**src/rtl/hazard_ctrl.sv**
```systemverilog
// Hazard and sequencing controller for the 5-stage MIPS core: load-use stalls,
// taken-branch flushes, multiply/divide unit issue/busy tracking and a stall counter.
module hazard_ctrl #(
  parameter int MUL_CYCLES = 4,
  parameter int DIV_CYCLES = 32,
  parameter int CNT_W      = 6
) (
  input  logic        clk,
  input  logic        reset,
  input  logic [4:0]  ID_Rs,
  input  logic [4:0]  ID_Rt,
  input  logic        ID_UsesRs,
  input  logic        ID_UsesRt,
  input  logic        ID_EX_MemRd,
  input  logic [4:0]  ID_EX_Rt,
  input  logic        ID_MdStart,
  input  logic        ID_IsDiv,
  input  logic        ID_MdRead,
  input  logic        EX_BranchTaken,
  output logic        PC_Wr,
  output logic        IF_ID_Wr,
  output logic        IF_ID_Flush,
  output logic        ID_EX_Flush,
  output logic        MD_Start,
  output logic        MD_Busy,
  output logic [31:0] StallCycles
);

  typedef enum logic {IDLE, BUSY} state_t;

  localparam logic [CNT_W-1:0] MUL_LOAD = CNT_W'(MUL_CYCLES - 1);
  localparam logic [CNT_W-1:0] DIV_LOAD = CNT_W'(DIV_CYCLES - 1);

  state_t           state_q, state_d;
  logic [CNT_W-1:0] busy_cnt_q, busy_cnt_d;
  logic [31:0]      stall_cnt_q, stall_cnt_d;

  logic load_use;
  logic md_hazard;
  logic md_busy;
  logic stall;
  logic md_issue;

  // Register 0 is never a real dependency, so a load into $0 never stalls.
  assign load_use = ID_EX_MemRd && (ID_EX_Rt != 5'd0) &&
                    ((ID_UsesRs && (ID_Rs == ID_EX_Rt)) ||
                     (ID_UsesRt && (ID_Rt == ID_EX_Rt)));

  assign md_busy   = (state_q == BUSY);
  assign md_hazard = (ID_MdStart || ID_MdRead) && md_busy;
  assign stall     = (load_use || md_hazard) && !EX_BranchTaken;

  // A squashed or stalled ID instruction must never start the MDU.
  assign md_issue = (state_q == IDLE) && ID_MdStart && !load_use &&
                    !EX_BranchTaken && !reset;

  assign stall_cnt_d = (stall && (stall_cnt_q != 32'hFFFF_FFFF)) ?
                       stall_cnt_q + 32'd1 : stall_cnt_q;

  always_ff @(posedge clk) begin
    if (reset) begin
      state_q     <= IDLE;
      busy_cnt_q  <= '0;
      stall_cnt_q <= '0;
    end else begin
      state_q     <= state_d;
      busy_cnt_q  <= busy_cnt_d;
      stall_cnt_q <= stall_cnt_d;
    end
  end

  // Busy counter holds remaining cycles minus one, so BUSY lasts exactly N cycles.
  always_comb begin
    state_d    = state_q;
    busy_cnt_d = busy_cnt_q;
    case (state_q)
      IDLE: begin
        if (md_issue) begin
          state_d    = BUSY;
          busy_cnt_d = ID_IsDiv ? DIV_LOAD : MUL_LOAD;
        end
      end
      BUSY: begin
        if (busy_cnt_q == '0) begin
          state_d = IDLE;
        end else begin
          busy_cnt_d = busy_cnt_q - CNT_W'(1);
        end
      end
      default: begin
        state_d    = IDLE;
        busy_cnt_d = '0;
      end
    endcase
  end

  always_comb begin
    PC_Wr       = 1'b1;
    IF_ID_Wr    = 1'b1;
    IF_ID_Flush = 1'b0;
    ID_EX_Flush = 1'b0;
    MD_Start    = md_issue;
    if (reset) begin
      PC_Wr       = 1'b0;
      IF_ID_Wr    = 1'b0;
      IF_ID_Flush = 1'b1;
      ID_EX_Flush = 1'b1;
    end else if (EX_BranchTaken) begin
      IF_ID_Flush = 1'b1;
      ID_EX_Flush = 1'b1;
    end else if (stall) begin
      PC_Wr       = 1'b0;
      IF_ID_Wr    = 1'b0;
      ID_EX_Flush = 1'b1;
    end
  end

  assign MD_Busy     = md_busy;
  assign StallCycles = stall_cnt_q;

endmodule

```
**config.mk**
```make
export PLATFORM = sky130hd
export DESIGN_NAME = hazard_ctrl
export DESIGN_NICKNAME = d
export VERILOG_FILES = /design/src/rtl/hazard_ctrl.sv
export SDC_FILE = /design/constraint.sdc
export NUM_CORES = 1
export LEC_CHECK = 0
export BUFFER_PORTS_ARGS = -buffer_cell sky130_fd_sc_hd__buf_2
export CAP_MARGIN = 10
export CORE_UTILIZATION = 25
export CTS_BUF_LIST = sky130_fd_sc_hd__clkbuf_4 sky130_fd_sc_hd__clkbuf_8
export DETAILED_ROUTE_END_ITERATION = 7
export GPL_ROUTABILITY_DRIVEN = 0
export HOLD_SLACK_MARGIN = 0.02
export PLACE_DENSITY = 0.52
export SLEW_MARGIN = 20
export SYNTH_ARGS = -nofsm -noshare
export SYNTH_HDL_FRONTEND = slang
export SYNTH_SLANG_ARGS = --single-unit
```
**constraint.sdc**
```tcl
create_clock -name clk -period 4.95 [get_ports clk]
set_clock_uncertainty 0.2 [all_clocks]
set_input_delay 0.495 -clock clk [delete_from_list [all_inputs] [get_ports clk]]
set_output_delay 0.495 -clock clk [all_outputs]
set_load 0.03 [all_outputs]
```
==> flow_metrics.tcl <==
set metrics [dict create \
    insertion_delay_ns 0.29 \
    drtAntennaViolNets 0 \
    first_global_vias 1797 \
    cp_max_fo 16 \
    rsz0062_at_grt "false" \
    syn_inst 267 \
    synth_top_area_share_pct 36.9 \
    core_area_sq_um 8220 \
    htreeDepth 2 \
    slew_headroom_pct 41.6 \
    numCtsBuffers 5 \
    r2r_slack_ns 2.07 \
    worst_slew_pin_slew_ns 0.869 \
    yosysTopAreaCell "dfxtp_1" \
    fillers 864 \
    status "completed" \
    post-cts-setup-buffers 0 \
    clk_pin_slew_ns 0.08 \
    grt_overflow 0 \
    grt_max_degree 41 \
    maxCapViolCount 0 \
    final_nets 352 \
    p_per_area_nw_per_um2 270 \
    place_inst 424 \
    die-width_um 93.9 \
    hold_path_end "busy_cnt_q[4]$_SDFFE_PP0P_" \
    die_area_sq_um 8820 \
    routedWlPerCell_um 11.8 \
    r2r_cells 6 \
    synth_edf_count 0 \
    period_minus_slack_ns 2.88 \
    crit-reg2reg-launch "StallCycles[20]$_SDFFE_PP0P_" \
    fmax_ghz 0.347 \
    hold_depth 2 \
    timing.rr.end "StallCycles[25]$_SDFFE_PP0P_" \
    cts_hold_buf 0 \
    drc_errors 0 \
    finalCritPeriodShare_pct 58.2 \
    multi_input_area_sq_um 1240 \
    avgSynthCellArea_sq_um 7.91 \
    root_buffer "clkbuf_8" \
    ys_seq_elements 39 \
    startpoint_type "flop" \
    die_h_um 93.9 \
    crit_path_end_kind "flop" \
    clock_path_buffers 2 \
    fin_cells 432 \
    yosys_warnings 0 \
    area_growth_pct 25.0 \
    setup_tns_ns 0 \
    worstSetupPathType "flop to flop" \
    n_antenna_cell 0 \
    cp.required_ns 4.92 \
    syn-num-nets 293 \
    clock-sinks 39 \
    synthArstFlopShare_pct 0 \
    final-seq-area_sq_um 781 \
    whs_ns 0.307 \
    leakage_nw 1.09 \
    hold_violations 0 \
    startpoint "StallCycles[20]$_SDFFE_PP0P_" \
    syn_area_sq_um 2110 \
    dpl.hpwl_mm 3.76 \
    synth_cell_types 37 \
    io_pins 62 \
    cts_resized 0 \
    first_pass_iters 4 \
    grt_pass1_wl_mm 8.38 \
    post-route-util_pct 32.2 \
    hold_class "flop to flop" \
    via_per_inst 4.80 \
    wl_mm 5.10 \
    drive_above_1_share_pct 24.5 \
    std_cell_rows 33 \
    dominantRegCellSynth "dfxtp_1" \
    peakVddDrop_uv 167 \
    arrival_ns 2.85 \
    fin_total_pwr_w 0.000714 \
    ys_seq_area_share_pct 36.9 \
    finalSetupViolCount 0 \
    via_count 2073 \
    tritoncts "done" \
    hp-start "busy_cnt_q[4]$_SDFFE_PP0P_" \
    start_util_pct 25.7 \
    synth_area_leaders "dfxtp_1 (37%), xor2_1 (6.6%), nor2_1 (6.4%)" \
    antenna_found_initial 0 \
    io_buffers 61 \
    final_max_slew_viol_count 0 \
    grt_use_total_pct 12.0 \
    initialDrtViolationCount 145 \
]
## kinds of logic (layout without fill, tap and decap cells)
family	Yosys count	in the layout	share of synthesized area, %
AO/OA/AOI/OAI	35	35	10.2
XOR/XNOR	30	30	12.4
adder cells (fa/ha/maj)	2	2	1.18
buffers and inverters	21	81	4.38
flip-flops	39	39	36.9
multiplexers	1	1	0.533
AND/OR/NAND/NOR	139	139	34.3
## worst max-delay path by stage
stage / end / cells after the start
floorplan: PC_Wr / 8
global placement: StallCycles[17]$_SDFFE_PP0P_ / 9
detailed placement: StallCycles[25]$_SDFFE_PP0P_ / 9
CTS: StallCycles[25]$_SDFFE_PP0P_ / 6
global route: StallCycles[25]$_SDFFE_PP0P_ / 6
finish: StallCycles[25]$_SDFFE_PP0P_ / 6
## cells in the mapped netlist, types with 3 or more instances
cell / n
dfxtp_1: 39
nor2_1: 36
nand2_1: 21
nand3_1: 20
xor2_1: 16
nand4_1: 15
xnor2_1: 14
inv_1: 11
a21oi_1: 10
and3_1: 8
o21ai_0: 8
nor3_1: 7
or4_1: 7
clkbuf_1: 6
o31ai_1: 5
or3_1: 5
and3_2: 4
nor4_1: 4
o22ai_1: 4
and2_1: 3
nor2b_1: 3
or2_2: 3
## sequential cells by signal, indices dropped and copies added, names as in the netlist
| register | count |
|---|---|
| StallCycles | 32 |
| busy_cnt_q | 6 |
| MD_Busy | 1 |
## cell type report
| cell class | count | share of cell area (%) |
|---|---|---|
| multi-input combinational | 207 | 46.9 |
| sequential | 39 | 29.5 |
| timing repair buffer | 62 | 11.8 |
| tap | 105 | 4.97 |
| clock buffer | 6 | 2.89 |
| clock inverter | 2 | 2.27 |
| inverter | 11 | 1.56 |
## cells in the final DEF, fill, tap and decap left out, types with 2 or more instances in the layout
cell type  instances
clkbuf_8           5
nor3_1             7
a211oi_1           2
nand4_1           15
nor2b_1            3
o31ai_1            5
or4_1              7
nand3_1           20
inv_1             11
or3_1              5
buf_2             61
o21ai_0            8
a31oi_1            2
dfxtp_1           39
and3_2             4
nor4_1             4
or2_2              3
ha_1               2
bufinv_16          2
o22ai_1            4
nor2_1            36
and3_1             8
a21oi_1           10
xor2_1            16
xnor2_1           14
nand2_1           21
and2_1             3
## critical path: stages, from the launching register on
cell and delay, ns:
dfxtp_1 0.43, nand4_1 0.26, nor3_1 0.45, nand3_1 0.55, nand2_1 0.47, nor4_1 0.11, mux2_2 0.28
## through the flow
step | setup slack, ns | cell area (sq um)
3_5_place_dp | 2.04 | 2510
4_1_cts | 2.07 | 2640
3_3_place_gp | 2.08 | 2510
5_1_grt | 1.81 | 2640
6_report | 2.07 | 2640
2_1_floorplan | 1.76 | 2110
## power by group
group | total, W | switching (W) | leakage, nW | internal (W)
clock network | 0.000320 | 0.000113 | 0.0688 | 0.000207
registers | 0.000325 | 0.00000621 | 0.315 | 0.000319
logic | 0.0000686 | 0.0000404 | 0.711 | 0.0000282
## layer usage
metal	wire [um]	global-route usage, %	vias to the layer above
met5	0	0	-
met4	59	3.85	0
met3	262	3.16	7
met2	2270	19.2	52
met1	2510	15.6	946
li1	-	-	1068
Power figures use the tool's default switching activity.
